[src/rtl/bit_serializer_pkg.sv]
// bit_serializer_pkg: FSM state encoding shared by the serializer and its users.
package bit_serializer_pkg;
  typedef enum logic [1:0] {IDLE, SHIFT, PARITY, GAP} ser_state_t;
  localparam ser_state_t ST_RESET = IDLE;
endpackage

[src/rtl/bit_serializer.sv]
// bit_serializer: valid/ready word in, one bit per cycle out with cen_out/last_out framing.
// Define BIT_SERIALIZER_PARITY_EN to append an even-parity bit after each word.
module bit_serializer
  import bit_serializer_pkg::*;
#(
  parameter int WIDTH      = 8,
  parameter int GAP_CYCLES = 0,
  parameter int MSB_FIRST  = 1
) (
  input  logic             clk,
  input  logic             resetn,
  input  logic [WIDTH-1:0] in_data,
  input  logic             in_valid,
  output logic             in_ready,
  output logic             dout,
  output logic             cen_out,
  output logic             last_out,
  output logic             busy
);
`ifdef BIT_SERIALIZER_PARITY_EN
  localparam bit PAR = 1'b1;
`else
  localparam bit PAR = 1'b0;
`endif
  localparam int CW = $clog2(WIDTH);
  localparam int GW = GAP_CYCLES > 0 ? $clog2(GAP_CYCLES + 1) : 1;
  localparam logic [CW-1:0] CMAX = CW'(WIDTH - 1);
  localparam logic [GW-1:0] GMAX = GW'(GAP_CYCLES - 1);
  ser_state_t state_q, state_d, after_word;
  logic [CW-1:0] cnt_q, cnt_d, idx;
  logic [GW-1:0] gap_q, gap_d;
  logic [WIDTH-1:0] sh_q, sh_d;
  logic dout_q, cen_q, last_q, dout_d, cen_d, last_d, fin, xfer;
  assign fin        = PAR ? state_q == PARITY : (state_q == SHIFT && cnt_q == CMAX);
  assign in_ready   = state_q == IDLE || (fin && GAP_CYCLES == 0);
  assign xfer       = in_valid && in_ready;
  assign after_word = xfer ? SHIFT : (GAP_CYCLES > 0 ? GAP : IDLE);
  assign busy       = state_q != IDLE;
  assign dout       = dout_q;
  assign cen_out    = cen_q;
  assign last_out   = last_q;
  always_comb begin
    state_d = state_q;
    cnt_d   = cnt_q;
    gap_d   = gap_q;
    sh_d    = sh_q;
    case (state_q)
      IDLE: begin
        state_d = xfer ? SHIFT : IDLE;
        cnt_d   = '0;
        sh_d    = xfer ? in_data : sh_q;
      end
      SHIFT: begin
        if (cnt_q != CMAX) begin
          cnt_d = cnt_q + 1'b1;
        end else if (PAR) begin
          state_d = PARITY;
        end else begin
          state_d = after_word;
          cnt_d   = '0;
          gap_d   = '0;
          sh_d    = xfer ? in_data : sh_q;
        end
      end
`ifdef BIT_SERIALIZER_PARITY_EN
      PARITY: begin
        state_d = after_word;
        cnt_d   = '0;
        gap_d   = '0;
        sh_d    = xfer ? in_data : sh_q;
      end
`endif
      GAP: begin
        state_d = gap_q == GMAX ? IDLE : GAP;
        gap_d   = gap_q + 1'b1;
      end
      default: state_d = IDLE;
    endcase
  end
  // Outputs are registered from next state so the first bit lands the cycle after the accepting edge.
  always_comb begin
    idx    = MSB_FIRST != 0 ? CMAX - cnt_d : cnt_d;
    cen_d  = state_d == SHIFT || (PAR && state_d == PARITY);
    dout_d = state_d == SHIFT ? sh_d[idx] : (PAR && state_d == PARITY) ? ^sh_d : 1'b0;
    last_d = PAR ? state_d == PARITY : (state_d == SHIFT && cnt_d == CMAX);
  end
  always_ff @(posedge clk or negedge resetn) begin
    if (!resetn) begin
      state_q <= ST_RESET;
      cnt_q   <= '0;
      gap_q   <= '0;
      sh_q    <= '0;
      dout_q  <= 1'b0;
      cen_q   <= 1'b0;
      last_q  <= 1'b0;
    end else begin
      state_q <= state_d;
      cnt_q   <= cnt_d;
      gap_q   <= gap_d;
      sh_q    <= sh_d;
      dout_q  <= dout_d;
      cen_q   <= cen_d;
      last_q  <= last_d;
    end
  end
endmodule

[config.mk]
export PLATFORM = sky130hd
export DESIGN_NAME = bit_serializer
export DESIGN_NICKNAME = d
export VERILOG_FILES = /design/src/rtl/bit_serializer_pkg.sv /design/src/rtl/bit_serializer.sv
export SDC_FILE = /design/constraint.sdc
export NUM_CORES = 1
export LEC_CHECK = 0
export BUFFER_PORTS_ARGS = -buffer_cell sky130_fd_sc_hd__buf_2
export CORE_ASPECT_RATIO = 0.9
export CORE_MARGIN = 4
export CORE_UTILIZATION = 55
export CTS_CLUSTER_SIZE = 24
export DETAILED_ROUTE_END_ITERATION = 7
export HOLD_SLACK_MARGIN = 0.08
export PLACE_DENSITY = 0.9
export SKIP_CTS_REPAIR_TIMING = 1
export SLEW_MARGIN = 20
export SYNTH_ARGS = -nofsm -noshare
export SYNTH_HDL_FRONTEND = slang
export SYNTH_SLANG_ARGS = --single-unit
export TNS_END_PERCENT = 10
[constraint.sdc]
create_clock -name clk -period 3 [get_ports clk]
set_input_delay 0.3 -clock clk [delete_from_list [all_inputs] [get_ports clk]]
set_output_delay 0.3 -clock clk [all_outputs]
set_load 0.02 [all_outputs]
# After elaboration in Yosys (flattened, before gate mapping)
# Index checks and enable logic that the tools add are counted.
# W data, S select, Z words.
totals:
  ram_bits: 0
  word_cells: 40
  rom_bits: 0
  reg_bits: 17
  inputBits: 11
  latchBits: 0
  memories: 0
op_classes:
  n_bitwise: 0
  div_mod_pow: 0
  multipliers: 0
  muxes: 14
  eq_ne: 7
  reduce_logical: 8
  addsub: 3
  n_lt_le_gt_ge: 1
  n_shift: 0
ops:
  columns: ["op", "n"]
  rows:
  - ["$mux W8", 2]
  - ["$pmux W8 S2", 1]
  - ["$eq A3 B3 Y1 const B", 2]
  - ["$pmux W2 S3", 1]
  - ["$pmux W3 S2", 1]
  - ["$eq A2 B1 Y1 const B", 2]
  - ["$lt A3 B4 Y1 const B", 1]
  - ["$mux W1", 4]
  - ["$mux W2", 2]
  - ["$reduce_bool A2 Y1", 2]
  - ["$add A3 B1 Y3 const B", 1]
  - ["$bmux W1 S3", 1]
  - ["$logic_and A1 B1 Y1", 3]
  - ["$mux W3", 1]
  - ["$ne A3 B3 Y1 const B", 1]
  - ["$sub A3 B3 Y3 const A", 1]
  - ["$eq A2 B2 Y1 const B", 1]
  - ["$logic_not A2 Y1", 1]
  - ["$ne A2 B2 Y1 const B", 1]
  - ["$pmux W1 S2", 1]
  - ["$reduce_and A2 Y1", 1]
  - ["$add A1 B1 Y1 const B", 1]
  - ["$logic_or A1 B1 Y1", 1]

# Logic depth before layout (Yosys ltp)
depth:
  word_depth: 10
  ltp_mapped: 8

# Least setup slack after synthesis
# OpenSTA, ideal clock, no wires.
synth_path:
  path_type: "reg2reg"
  startpoint: "register cnt_q[0]"
  endpoint: "register dout_q, in the netlist dout"
  slack_ps: 1023
  n_path_buf: 0
  stages_incl_launch_ff: 8
  arrival_ps: 1891
  path_cell_list: "dfrtp_1 -> ha_1 -> ha_1 -> or4b_4 -> a21bo_2 -> a31oi_1 -> nand3_1 -> o221ai_2"
synth_via:
  elab_chain_cells: 10
synth_rtl:
  columns: ["element", "line", "source"]
  rows:
  - ["start, declared", "bit_serializer.sv:30", "logic [CW-1:0] cnt_q, cnt_d, idx;"]
  - ["start signal, assigned", "bit_serializer.sv:98", "cnt_q <= cnt_d;"]
  - ["branches (longest 9 deep; another with $add A3 B1 Y3)", null, null]
  - ["$mux W1 *", "bit_serializer.sv:84", "dout_d = state_d == SHIFT ? sh_d[idx] : (PAR && state_d == PARITY) ? ^sh_d : 1'b0;"]
  - ["net dout_d", "bit_serializer.sv:33", "logic dout_q, cen_q, last_q, dout_d, cen_d, last_d, fin, xfer;"]
  - ["end signal, assigned", "bit_serializer.sv:101", "dout_q <= dout_d;"]
  - ["end, declared", "bit_serializer.sv:33", null]
# Mark *: on every way through the listed nets, which the timed path passes. The select of a mux whose other input is x is not followed.
# A chain may end at the register's enable or synchronous reset.

# Worst setup path in the final report
layout_path:
  startpoint: "register cnt_q[0]"
  endpoint: "output port in_ready"
layout_via:
  elab_chain_cells: 3
layout_rtl:
  columns: ["element", "line", "source"]
  rows:
  - ["$eq A3 B3 Y1", "bit_serializer.sv:34", "assign fin = PAR ? state_q == PARITY : (state_q == SHIFT && cnt_q == CMAX);"]
  - ["$logic_and A1 B1 Y1", "bit_serializer.sv:34", null]
  - ["$logic_or A1 B1 Y1", "bit_serializer.sv:35", "assign in_ready = state_q == IDLE || (fin && GAP_CYCLES == 0);"]
  - ["end, declared", "bit_serializer.sv:14", "output logic in_ready,"]
# Every way passes these cells.

==> results_dict.tcl <==
set metrics [dict create \
    status "finished, final reports clean" \
    ys_top_cells_by_count "dfrtp_1, nand2_1, nand3_1" \
    maxCapViolCount 0 \
    slew_violations 0 \
    cts.htree.levels 1 \
    gp_congestion 0.824 \
    instances_no_fill 127 \
    clockBufferDepth 2 \
    hold_depth 2 \
    cts_sinks 17 \
    end_kind "output pin" \
    final_hold_viol_count 0 \
    dp_hpwl_um 1390 \
    diodes 0 \
    ys_types 29 \
    grt_pass1_wl_um 3110 \
    coreArea_um2 1480 \
    yosysWarnings 0 \
    r2r_start "cnt_q[0]" \
    synth-edff-count 0 \
    setup_viol_count_final 0 \
    vias 714 \
    arrival_ns 1.95 \
    syn_nets 102 \
    nets 119 \
    crit_type "flip-flop to output pin" \
    finClkSkew_ns 0.00182 \
    drtIter0Drc 31 \
    p_total_mw 1.07 \
    holdWs_ns 0.241 \
    synthCells 89 \
    ys_seq_area_frac 0.486 \
    fp.dieArea_um2 2300 \
    synth_area_per_cell_um2 9.84 \
    p_leak_nw 0.476 \
    period_minus_slack_ns 2.25 \
    synth_most_common_cell "dfrtp_1" \
    r2r_cells 7 \
    fill_cells 126 \
    via_per_inst 5.62 \
    holdCritStartpoint "in_data[2]" \
    yosys.area.top_type_share 0.486 \
    pwr_density_cell_nw_per_um2 1070 \
    antenna_left 0 \
    dr.pass1.iters 4 \
    r2r_slack_ns 0.77 \
    rows 13 \
    clkTransAtPathRegs_ns 0.09 \
    worst_slew_pin_slew_ns 0.530 \
    antenna_found_initial 0 \
    clkLatencyLatePin_ns 0.28 \
    syn_to_final_growth_pct 13.4 \
    chipHeight_um 45.9 \
    synth-async-reset-ratio 1.00 \
    grt.total_usage 0.182 \
    die_w_um 50.1 \
    relSlewSlack 0.646 \
    wire_per_inst_um 14.1 \
    peakVddDrop_uv 760 \
    ios 16 \
    start_util 0.592 \
    min_to "sh_q[2]" \
    grt-ovfl-total 0 \
    start_kind "flip-flop" \
    drc 0 \
    timing.rr.end "dout" \
    io_buffer_count 15 \
    fmax_ghz 0.444 \
    place_inst 122 \
    cts_buffers 3 \
    holdCritPathClass "input port to flip-flop" \
    synthFlopType "dfrtp_1" \
    placed_area_um2 957 \
    ctsRootBufferMaster "clkbuf_4" \
    syn_area_um2 876 \
    final_cell_area_um2 993 \
    synth_top_area_cell "dfrtp_1" \
    drive_gt1_frac 0.267 \
    fin_crit_sh 0.751 \
    drt_wl_total_um 1790 \
    tns_ns 0 \
    multi_input_area_um2 418 \
    grt_pass1_vias 690 \
    rsz0062_at_grt "false" \
    synth-seq-cells 17 \
    critPathRequiredTime_ns 2.70 \
    regArea_um2 425 \
    cts_tree "yes" \
    crit_fanout 9 \
    yosys-top-cells-area "dfrtp_1, nand2_1, nand3_1" \
    grt_max_degree 22 \
]
## worst max-delay path, cell delays in order, from the launching register on
cell     delay [ns]
dfrtp_1        0.46
ha_1           0.23
ha_1           0.25
nor2b_1        0.45
nor2_1         0.09
buf_2          0.18
## worst max path at each step
stage / from / end / slack (ns) / cells past startpoint
final: cnt_q[0] / in_ready / 0.75 / 5
after floorplan: cnt_q[0] / dout / 1.02 / 7
after global routing: cnt_q[0] / dout / 0.50 / 7
after CTS: cnt_q[0] / in_ready / 0.76 / 5
after detailed placement: cnt_q[0] / dout / 0.83 / 7
after global placement: cnt_q[0] / dout / 0.91 / 7
## metal layers
metal  wire length, µm  track usage  up-vias
li1                  -            -      348
met1               783        0.230      329
met2               814        0.299       33
met3               166       0.0656        4
met4                26       0.0442        0
met5                 0            0        -
## stage by stage
stage | setup slack [ns] | utilization
finish | 0.747 | 0.671
global route | 0.502 | 0.671
CTS | 0.763 | 0.664
detailed placement | 0.826 | 0.647
global placement | 0.914 | 0.647
floorplan | 1.02 | -
## kinds of logic after synthesis
kind of cell,count (synthesis),share of synthesized area
muxes,5,0.0629
DFF,17,0.486
and+or+nand+nor,39,0.233
adders and majority gates,2,0.0286
AOI/OAI and AO/OA,19,0.153
buffers and inverters,7,0.0371
## placed cells by master (no fill, tap or decap), types with 2 or more instances in the layout
cell,instances
a31oi_1,3
buf_2,15
clkbuf_4,3
dfrtp_1,17
ha_1,2
inv_1,3
mux2_2,4
nand2_1,13
nand2b_1,3
nand3_1,9
nor2_1,4
nor2b_1,3
nor4_1,2
o21ai_0,7
or2_2,2
## state kept, by name (all words and copies together) (netlist names)
signal	flops
cen_out	1
cnt_q	3
dout	1
gap_q	1
last_out	1
sh_q	8
state_q	2
## where the power goes
group          internal, mW  total, mW  switching (mW)
logic                 0.257      0.572           0.315
clock network        0.0517      0.117          0.0653
registers             0.322      0.378          0.0557
total                 0.631       1.07           0.436
## cell type report
| type | count | share of cell area |
|---|---|---|
| Multi-Input combinational cell | 65 | 0.421 |
| Timing Repair Buffer | 16 | 0.0856 |
| Inverter | 3 | 0.0113 |
| Clock buffer | 4 | 0.0264 |
| Tap cell | 22 | 0.0277 |
| Sequential cell | 17 | 0.428 |
Power figures use the tool's default switching activity.
